**config.mk**
```make
export PLATFORM = sky130hd
export DESIGN_NAME = pc_fetch
export DESIGN_NICKNAME = d
export VERILOG_FILES = /design/src/rtl/pc_fetch_pkg.sv /design/src/rtl/pc_fetch.sv
export SDC_FILE = /design/constraint.sdc
export NUM_CORES = 1
export LEC_CHECK = 0
export ABC_CLOCK_PERIOD_IN_PS = 2800
export CELL_PAD_IN_SITES_DETAIL_PLACEMENT = 1
export CELL_PAD_IN_SITES_GLOBAL_PLACEMENT = 1
export CORE_MARGIN = 2
export CORE_UTILIZATION = 39
export DETAILED_ROUTE_END_ITERATION = 7
export GPL_TIMING_DRIVEN = 0
export PLACE_DENSITY_LB_ADDON = 0.1
export SETUP_SLACK_MARGIN = 0.4
export SLEW_MARGIN = 20
export SYNTH_ARGS = -nofsm -noshare
export SYNTH_HDL_FRONTEND = slang
export SYNTH_SLANG_ARGS = --single-unit
```
**constraint.sdc**
```tcl
create_clock -name clk -period 2.8 [get_ports clk]
set_input_delay 0.84 -clock clk [delete_from_list [all_inputs] [get_ports clk]]
set_output_delay 0.84 -clock clk [all_outputs]
set_load 0.005 [all_outputs]
```
**src/rtl/pc_fetch_pkg.sv**
```systemverilog
// Shared types, encodings and helpers for the instruction-fetch front end.
package pc_fetch_pkg;

   localparam int unsigned INST_ADDR_W = 32;
   localparam int unsigned INST_W      = 32;
   localparam int unsigned STOP_W      = 6;

   typedef logic [INST_ADDR_W-1:0] inst_addr_t;
   typedef logic [INST_W-1:0]      inst_t;

   localparam inst_addr_t ZeroWord = '0;
   localparam inst_t      NopInst  = '0;
   localparam logic       Stop     = 1'b1;

   typedef enum logic [1:0] {
      FetchIdle    = 2'd0,
      FetchReq     = 2'd1,
      FetchDiscard = 2'd2,
      FetchHold    = 2'd3
   } fetch_state_t;

   typedef struct packed {
      inst_addr_t pc;
      inst_t      inst;
   } fetch_pair_t;

   // A branch arriving with the delivering ack wins over an older latched one.
   function automatic inst_addr_t select_next_pc(
      input logic       branch_flag,
      input inst_addr_t branch_target,
      input logic       pend_valid,
      input inst_addr_t pend_target,
      input inst_addr_t pc
   );
      if (branch_flag) return branch_target;
      if (pend_valid)  return pend_target;
      return inst_addr_t'(pc + INST_ADDR_W'(4));
   endfunction

endpackage

```
**src/rtl/pc_fetch.sv**
```systemverilog
// Instruction-fetch front end: owns the PC, issues single-outstanding fetches,
// absorbs wait states and stalls, applies branch redirects and flushes.
module pc_fetch
   import pc_fetch_pkg::*;
#(
   parameter logic [INST_ADDR_W-1:0] RESET_PC = 32'h0000_0000
) (
   input  logic                   clk,
   input  logic                   rst,
   input  logic [STOP_W-1:0]      stall,
   input  logic                   branch_flag,
   input  logic [INST_ADDR_W-1:0] branch_target,
   input  logic                   flush,
   input  logic [INST_ADDR_W-1:0] new_pc,
   output logic                   inst_req,
   output logic [INST_ADDR_W-1:0] inst_addr,
   input  logic                   inst_ack,
   input  logic [INST_W-1:0]      inst_rdata,
   output logic [INST_ADDR_W-1:0] if_pc,
   output logic [INST_W-1:0]      if_inst,
   output logic                   stallreq_if
);

   fetch_state_t state;
   inst_addr_t   pc;
   inst_addr_t   pend_target;
   logic         pend_valid;
   fetch_pair_t  hold_buf;
   inst_addr_t   npc;
   logic         hold;
   logic         unused_stall_bits;

   assign hold              = (stall[0] == Stop);
   assign unused_stall_bits = ^stall[STOP_W-1:1];
   assign npc               = select_next_pc(branch_flag, branch_target, pend_valid, pend_target, pc);
   assign stallreq_if       = (state == FetchReq) && !inst_ack;

   always_ff @(posedge clk) begin
      if (rst) begin
         state       <= FetchIdle;
         pc          <= RESET_PC;
         pend_valid  <= 1'b0;
         pend_target <= ZeroWord;
         hold_buf    <= '0;
         if_pc       <= ZeroWord;
         if_inst     <= NopInst;
         inst_req    <= 1'b0;
         inst_addr   <= RESET_PC;
      end else begin
         unique case (state)
            FetchIdle: begin
               state    <= FetchReq;
               inst_req <= 1'b1;
               if (flush) begin
                  pc         <= new_pc;
                  inst_addr  <= new_pc;
                  pend_valid <= 1'b0;
                  hold_buf   <= '0;
                  if_pc      <= ZeroWord;
                  if_inst    <= NopInst;
               end else begin
                  inst_addr <= pc;
                  if (branch_flag) begin
                     pend_valid  <= 1'b1;
                     pend_target <= branch_target;
                  end
               end
            end

            FetchReq: begin
               if (flush) begin
                  pc         <= new_pc;
                  pend_valid <= 1'b0;
                  hold_buf   <= '0;
                  if_pc      <= ZeroWord;
                  if_inst    <= NopInst;
                  // An unacked request must still complete on its old address.
                  if (inst_ack) inst_addr <= new_pc;
                  else          state     <= FetchDiscard;
               end else if (inst_ack && !hold) begin
                  if_pc      <= pc;
                  if_inst    <= inst_rdata;
                  pc         <= npc;
                  inst_addr  <= npc;
                  pend_valid <= 1'b0;
               end else if (inst_ack) begin
                  hold_buf <= '{pc: pc, inst: inst_rdata};
                  state    <= FetchHold;
                  inst_req <= 1'b0;
                  if (branch_flag) begin
                     pend_valid  <= 1'b1;
                     pend_target <= branch_target;
                  end
               end else begin
                  if (branch_flag) begin
                     pend_valid  <= 1'b1;
                     pend_target <= branch_target;
                  end
                  if (!hold) begin
                     if_pc   <= ZeroWord;
                     if_inst <= NopInst;
                  end
               end
            end

            FetchDiscard: begin
               if (flush) pc <= new_pc;
               if (inst_ack) begin
                  state     <= FetchReq;
                  inst_addr <= flush ? new_pc : pc;
               end
            end

            FetchHold: begin
               if (flush) begin
                  pc         <= new_pc;
                  inst_addr  <= new_pc;
                  pend_valid <= 1'b0;
                  hold_buf   <= '0;
                  if_pc      <= ZeroWord;
                  if_inst    <= NopInst;
                  state      <= FetchReq;
                  inst_req   <= 1'b1;
               end else if (!hold) begin
                  if_pc      <= hold_buf.pc;
                  if_inst    <= hold_buf.inst;
                  pc         <= npc;
                  inst_addr  <= npc;
                  pend_valid <= 1'b0;
                  state      <= FetchReq;
                  inst_req   <= 1'b1;
               end else if (branch_flag) begin
                  pend_valid  <= 1'b1;
                  pend_target <= branch_target;
               end
            end
         endcase
      end
   end

endmodule

```
### After elaboration in Yosys (flattened, before gate mapping)

Cells that the tools add are included.
W data, S select, Z words.

* eq/ne operators: 20
* mux-type cells: 63
* reductions and logical operators: 16
* add/sub/neg operators: 1

Operators by type and width (number)
* $mux W32: 29
* $pmux W32 S3: 4
* $mux W64: 4
* $pmux W32 S4: 1
* $pmux W64 S2: 1
* $add A32 B3 Y32 const B: 1
* $ne A2 B2 Y1 const B: 8
* $ne A3 B3 Y1 const B: 5
* $reduce_and A5 Y1: 3
* $mux W1: 14
* $mux W2: 7
* $ne A4 B3 Y1 const B: 2
* $pmux W2 S4: 1
* $reduce_and A4 Y1: 2
* $pmux W1 S3: 2
* $reduce_and A6 Y1: 1
* $eq A2 B2 Y1 const B: 2
* $reduce_or A2 Y1: 2
* $ne A3 B2 Y1 const B: 1
* $reduce_bool A3 Y1: 1
* $eq A2 B1 Y1 const B: 1
* $logic_and A1 B1 Y1: 2
* $logic_not A1 Y1: 2
* $logic_not A2 Y1: 1
* other kinds (3): 3

* output and inout port bits: 98
* register bits: 228

### Longest topological paths before layout

Gate-level depths: netlist of run 1.

* depth in word-level cells: 7
* mapped depth: 11

### Worst setup path after synthesis of run 1

OpenSTA, ideal clock, no wires.

* kind: in2reg
* start point: input port branch_flag
* end point: register pend_target[10]
* path buffers: 4
* setup time: 0.128 ns
* setup slack: 0.390 ns
* stages: 9
* data arrival time: 2.283 ns
* cells stage by stage: clkbuf_1 > inv_1 > clkbuf_1 > nor2_1 > nand4b_1 > clkbuf_1 > buf_2 > mux2i_1 > nor2_1

* cells in the longest elaborated chain, start to end: 4
* elaborated cells on any way between the ends: 7

Ends and longest elaborated chain
* start, declared: RTL line pc_fetch.sv:11 `input logic branch_flag,`
* $mux W32 (*)
* $mux W32 (on tied branches) (2 in a row)
* $pmux W32 S3 (*)
* end signal, assigned: RTL line pc_fetch.sv:43 `pend_target <= ZeroWord;`
* end signal, assigned: RTL line pc_fetch.sv:65 `pend_target <= branch_target;`
* end signal, assigned: RTL line pc_fetch.sv:92 `pend_target <= branch_target;`
* end, declared: RTL line pc_fetch.sv:26 `inst_addr_t pend_target;`

Mark *: on every way between the ends. The rest lies on a longest branch, timed or not. The select of a mux whose other input is x is not followed.
A chain may end at the register's enable or synchronous reset.

### Final worst setup path of run 1

* start point: register state[0]
* end point: register pend_target[25]

* cells in the longest elaborated chain, start to end: 3
* elaborated cells on any way between the ends: 11

Ends and longest elaborated chain
* start, declared: RTL line pc_fetch.sv:24 `fetch_state_t state;`
* start signal, assigned: RTL line pc_fetch.sv:40 `state <= FetchIdle;`
* start signal, assigned: RTL line pc_fetch.sv:52 `state <= FetchReq;`
* start signal, assigned: RTL line pc_fetch.sv:79 `else state <= FetchDiscard;`
* $eq A2 B2 Y1 (tied with other cells): RTL line pc_fetch.sv:50 `unique case (state)`
* $ne A2 B2 Y1 (no line) / $reduce_bool A3 Y1 (equally long branches)
* $reduce_and A6 Y1 (no line)

Several ways; a longest one is shown, not always the timed one.

==> results of run 1 <==
-- where the power goes --
part           leakage, uW  switching [uW]  internal, uW
Clock             0.000444            1440          2180
Sequential         0.00186             191          3490
Combinational      0.00314            1720           966
-- worst max-delay path by stage --
stage	end	depth (start not counted)	slack, ns
2_1_floorplan	pend_target[10]$_SDFFE_PP0P_	9	0.39
3_3_place_gp	inst_addr[11]$_SDFFE_PP0P_	8	-0.81
3_5_place_dp	inst_addr[12]$_SDFFE_PP0P_	8	-0.88
4_1_cts	pc[21]$_SDFFE_PP0P_	6	0.36
5_1_grt	pend_target[25]$_SDFFE_PP0P_	10	0.28
6_report	pend_target[25]$_SDFFE_PP0P_	10	0.38
-- final cells by class --
type / instances / area [um2] / share of cell area (%)
Sequential cell: 228 / 4570 / 30.2
Multi-Input combinational cell: 1061 / 6270 / 41.3
Tap cell: 384 / 480 / 3.17
Clock inverter: 9 / 128 / 0.841
Timing Repair Buffer: 211 / 2070 / 13.6
Clock buffer: 39 / 771 / 5.08
Buffer: 153 / 815 / 5.37
Inverter: 16 / 62.6 / 0.412
-- worst min-delay path, stage by stage (launching register included) --
cell and delay [ns]:
dfxtp_1 0.31, nand2_1 0.05, a21oi_1 0.05
-- cells in the mapped netlist (4+ instances only) --
library cell	n	area share [%]
o221ai_1	7	0.55
mux2_2	4	0.40
nand2_1	142	4.8
and2_1	6	0.33
buf_1	7	0.23
o21ai_0	53	2.4
nor3_1	82	3.7
inv_1	16	0.54
o211ai_1	11	0.74
nand2b_1	8	0.45
xnor2_1	9	0.70
a31oi_1	12	0.67
or3_1	4	0.22
ha_1	5	0.56
nor2b_1	5	0.28
a211oi_1	20	1.3
mux2i_1	41	3.7
nand3_1	87	3.9
buf_6	4	0.40
nor2_1	176	5.9
a22oi_1	64	4.3
clkbuf_1	118	3.9
a21boi_0	4	0.27
o22ai_1	9	0.50
dfxtp_1	228	41
and3_1	14	0.78
xor2_1	4	0.31
nand4_1	13	0.72
o311ai_0	4	0.31
a311oi_1	9	0.70
o31ai_1	6	0.40
buf_2	20	0.89
a222oi_1	14	1.2
a21oi_1	183	8.2
nor4_1	10	0.56
-- cell families after synthesis --
logic type,Yosys count,synth area share (%)
simple gates,566,23.1
compound gates,432,24.4
flops,228,40.7
buf+inv,169,6.23
mux,45,4.06
xor+xnor,13,1.01
fa+ha+maj,5,0.558
-- stage by stage --
step	instance area, um2	utilization (%)	setup slack [ns]	std cells	power [uW]
final	15200	53.1	0.378	2101	9990
after global routing	15200	53.1	0.280	2101	10400
after CTS	14900	52.1	0.357	2093	9870
after detailed placement	13700	47.9	-0.880	2038	6140
after global placement	13700	47.9	-0.811	2038	6080
after floorplan	11200	-	0.390	1458	5040
-- timing repair --
| action | 4_1_cts | 5_1_grt |
|---|---|---|
| pin swaps | 3 | 8 |
| endpoints found under the setup margin | 217 | 198 |
| buffers inserted | 7 | 8 |
| gates resized for setup | 105 | 117 |
-- layer usage --
layer	vias up	global-route usage (%)
met3	104	5.22
met1	6327	40.0
met5	-	0
met4	2	15.5
li1	5755	-
met2	515	51.7
-- registers in the layout (all words and copies together), names as in the netlist --
name / count
hold_buf: 64
if_inst: 32
if_pc: 32
inst_addr: 32
inst_req: 1
pc: 32
pend_target: 32
pend_valid: 1
state: 2
==> reports/qor.txt, run 1 <==
status = completed
CTS tree = yes
Max-Cap Viols = 0
Rel. slew slack = 46.2%
first-pass GRT wire length = 74400 um
Slew @ Worst Pin = 0.797 ns
Synth Net Count = 1570
Fin. Hold Viols = 0
Congestion Overflow GR = 0
fmax = 413 MHz
layout cells sized above 1 = 13.2%
Total GRT Usage = 31.4%
hold_buf cts = 0
final setup vio count = 0
Critical Path RT = 3.19 ns
DIE AREA = 0.0301 mm2
Peak VDD IR = 0.442 mV
critical path type = reg2reg
Detail Placement HPWL = 35100 um
setup TNS = 0 ns
number of clock sinks = 228
latest clock arrival within the worst-skew pair = 0.55 ns
family with the most delay on the worst path = buffers and inverters
Pwr Density = 659 mW/mm2
crit share post-route = 86.5%
final WL = 48900 um
Reg2Reg Capture Point = pend_target[25]$_SDFFE_PP0P_
fin nets = 1810
Pre-antenna DRT Iters = 5
crit path launch = state[0]$_SDFFE_PP0P_
RSZ-0062 raised after global routing = true
dominant synthesized flop cell = dfxtp_1
Post-synth EDFFs = 0
min-delay src = hold_buf[9]$_SDFFE_PP0P_
maximum buffer depth of the clock tree = 3
Hold EP = hold_buf[9]$_SDFFE_PP0P_
cell depth of the worst flop-to-flop path = 10
I/O Pins = 205
DR vias/cell = 6.05
Die Wd = 174 um
clk root buf = clkbuf_16
commonest non-fill, non-tap cells in the layout = dfxtp_1, clkdlybuf4s50_1, a21oi_1, nor2_1, nand2_1
Top Metal Used = met5
Worst Setup End Kind = register
Cells on Worst Hold Path = 2
# diodes = 0
DR iter-0 viols = 999
WP data arrival = 2.82 ns
CP dominant cell by count = buf_4
vias in the first global route = 12.8k
met1 WL = 20200 um
routed wl met2 = 23000 um
CP cell instances = ha_1 > buf_4 > or2_2 > buf_4 > o21ai_1 > nand4b_1 > buf_6 > buf_4 > mux2i_1 > nor2_1
Buf+Inv Stages, Crit Path = 4
routed wl met3 = 3390 um
routability congestion estimate = 0.938
total number of yosys warnings = 0
pin count of the biggest net entering global routing = 14
register clock-pin slew on the reported worst setup and hold paths = 0.06 ns
Post-Synthesis Cells = 1458
port bufs = 196
register bit total from synthesis = 228
Layout area overhead = 35.2%
Routed Antenna Nets = 0
Slew Limit Fails = 0
Clock Skews = 0.0154 ns
syn avg cell area = 7.70 um2
drt drc = 0
FFs w/ async S/R, synth = 0%
Starting Density = 39.3%
Tmin final = 2.42 ns
Fillers = 3529
initial antenna violation count = 1
Slowest cell on crit path = dfxtp_2
Worst path max stage delay = 0.35 ns
share of the yosys chip area belonging to registers = 40.7%
Die Ht = 174 um
WHS = 0.455 ns
DR WL/cell = 23.3 um
worst r2r src = state[0]$_SDFFE_PP0P_
Core ar. = 0.0285 mm2
std cell rows = 62
Num CTS Buffers = 27
Synth Cell Area = 0.0112 mm2
commonest non-fill, non-tap cell in the layout = dfxtp_1
htree depth = 1
Register-to-Register Setup Slack = 0.38 ns
number of library cell types mapped by synthesis = 71
DR vias = 12.7k
Hold Path Class = reg2reg
LEAKAGE = 0.00545 uW
crit-path max FO = 10
Worst Setup Start Kind = register
Note: power is estimated with default switching activity, not from simulation.
==> run 2, diff against run 1 <==
- CAP_MARGIN: unset -> 30
==> run 2 against run 1 <==
Die area unchanged. Core utilization grew 0.57 points. Setup slack worse by 0.047 ns. Worst hold slack got worse by 0.00088 ns. Critical path type is now in2reg. Largest cell class unchanged.
==> reports/qor.txt, run 2 (synthesis results as in run 1) <==
DR WL/cell = 23.1 um (-0.92%)
Rel. slew slack = 41.2% (-4.9 points)
Core ar. = 0.0285 mm2 (unchanged)
crit share post-route = 88.2% (+1.7 points)
DIE AREA = 0.0301 mm2 (unchanged)
number of clock sinks = 228 (unchanged)
drt drc = 0 (unchanged)
Hold Path Class = reg2reg
final setup vio count = 0 (unchanged)
register clock-pin slew on the reported worst setup and hold paths = 0.06 ns (about the same)
Critical Path RT = 3.21 ns (+0.02 ns)
port bufs = 196 (unchanged)
layout cells sized above 1 = 13.5% (+0.26 points)
power share of the combinational group = 26.3% (-0.6 points)
Die Wd = 174 um (unchanged)
Slew Limit Fails = 0 (unchanged)
DR iter-0 viols = 969 (-3.0%)
fmax = 405 MHz (-1.9%)
Worst Setup End Kind = register
crit-path max FO = 10 (unchanged)
dpl ws = -0.880 ns (-0.000597 ns)
Starting Density = 39.3% (unchanged)
LEAKAGE = 0.00556 uW (+2.1%)
critical path type = in2reg
Pwr Density = 674 mW/mm2 (+2.4%)
Num CTS Buffers = 27 (unchanged)
Routed Antenna Nets = 0 (unchanged)
Slew @ Worst Pin = 0.870 ns (+0.0731 ns)
Net Sw Frac = 33.0% (-0.66 points)
GR Util met3 = 6.21% (+0.99 points)
first-pass GRT wire length = 74300 um (-0.11%)
Congestion Overflow GR = 0 (unchanged)
RSZ-0062 raised after global routing = true
std cell rows = 62 (unchanged)
commonest non-fill, non-tap cell in the layout = dfxtp_1
commonest non-fill, non-tap cells in the layout = dfxtp_1, clkdlybuf4s50_1, a21oi_1, nor2_1, nand2_1
Top reg by flops = hold_buf
htree depth = 1 (unchanged)
Peak VDD IR = 0.421 mV (-4.8%)
P_int = 6930 uW (+4.5%)
pin count of the biggest net entering global routing = 14 (unchanged)
Max-Cap Viols = 0 (unchanged)
max reg flops = 64 (unchanged)
GRT Max-Usage Layer = met2
I/O Pins = 205 (unchanged)
Tmin final = 2.47 ns (+0.0472 ns)
cell depth of the worst flop-to-flop path = 7 (-3)
vias in the first global route = 12.7k (-0.28%)
Die Ht = 174 um (unchanged)
power after layout = 10300 uW (+3.5%)
DR vias/cell = 5.97 (-1.3%)
Layout area overhead = 36.6%
Clock Skews = 0.0208 ns (+0.00540 ns)
fin nets = 1813 (+0.17%)
clk root buf = clkbuf_16
CTS tree = yes
Total GRT Usage = 31.3% (-0.11 points)
Cells on Worst Hold Path = 2 (unchanged)
Clk network pwr share = 38.1% (+1.8 points)
Fin. Hold Viols = 0 (unchanged)
Flop pwr share = 35.6% (-1.2 points)
Worst Setup Start Kind = input port
hold_buf cts = 0 (unchanged)
maximum buffer depth of the clock tree = 3 (unchanged)
routing usage on met2 = 52.4% (+0.75 points)
Pre-antenna DRT Iters = 7 (+2)
WP data arrival = 2.87 ns (+0.05 ns)
Final WS setup = 0.331 ns (-0.0472 ns)
Net Switching = 3410 uW (+1.5%)
final WL = 48600 um (-0.68%)
Detail Placement HPWL = 35100 um (about the same)
status = completed
latest clock arrival within the worst-skew pair = 0.55 ns (about the same)
routability congestion estimate = 0.938 (unchanged)
met1 Use GR = 38.8% (-1.1 points)
DR vias = 12.6k (-1.0%)
initial antenna violation count = 1 (unchanged)
[run 2: cell count changes in the layout (fill, tap and decap cells not counted), sizes merged]
cell,previous run,this run
dlygate4sd2,2,1
clkbuf,152,153
diode,0,1
buf,56,54
clkinvlp,0,1
dlymetal6s2s,0,1
bufinv,3,6
clkinv,5,6
[run 2: power by group through the flow]
stage | Sequential, uW | Combinational [uW] | Clock (uW)
after floorplan | 3670 | 1370 | 0
after global placement | 3730 | 2350 | 0
after detailed placement | 3740 | 2400 | 0
after CTS | 3670 | 2560 | 3960
after global routing | 3700 | 2900 | 4100
final | 3680 | 2720 | 3940
[run 2: metrics by stage]
step | setup TNS, ns | instance area (um2) | hold WS (ns) | utilization, % | std cells
floorplan | 0 | 11200 | 0.432 | - | 1458
finish | 0 | 15300 | 0.454 | 53.7 | 2106
global placement | -112.08 | 13700 | 0.438 | 47.9 | 2038
detailed placement | -97.88 | 13700 | 0.445 | 47.9 | 2039
CTS | 0 | 15000 | 0.453 | 52.6 | 2097
global route | 0 | 15300 | 0.464 | 53.7 | 2105
[run 2: area by class of cell]
type / instances / area [um2]
Tap cell: 384 / 480
Multi-Input combinational cell: 1061 / 6280
Fill cell: 3520 / 13200
Clock inverter: 14 / 226
Antenna cell: 1 / 2.50
Timing Repair Buffer: 214 / 2110
Clock buffer: 35 / 756
Sequential cell: 228 / 4580
Buffer: 153 / 843
Inverter: 16 / 62.6
[run 2: repair_timing]
action / in CTS / in global routing
pin swaps: 5 / 3
setup buffers: 9 / 8
resized for setup: 120 / 99
setup endpoints to repair: 219 / 209
[run 2: routing by layer]
metal	routed length (um)	up-vias
li1	-	5766
met1	20100	6190
met2	22800	499
met3	3480	114
met4	2180	2
met5	13	-
[run 2: worst max-delay path, stage by stage]
cell      delay, ns
clkbuf_2       0.31
clkbuf_4       0.31
o21ai_0        0.27
a311oi_1       0.36
o211ai_1       0.16
a222oi_1       0.48
a21oi_1        0.13
[run 2: final timing paths]
check                                                from                          to  slack, ns
worst max-delay path                          branch_flag  inst_addr[24]$_SDFFE_PP0P_       0.33
worst min-delay path            hold_buf[46]$_SDFFE_PP0P_   hold_buf[46]$_SDFFE_PP0P_       0.45
worst max register to register    pend_valid$_SDFFE_PP0N_   inst_addr[9]$_SDFFE_PP0P_       0.39
worst min register to register  hold_buf[46]$_SDFFE_PP0P_   hold_buf[46]$_SDFFE_PP0P_       0.45
==> run 3, diff against run 2 <==
- CAP_MARGIN: 30 -> 20
==> results of run 3 <==
Same layout as run 1: the final DEF is identical, and so are final timing and power.
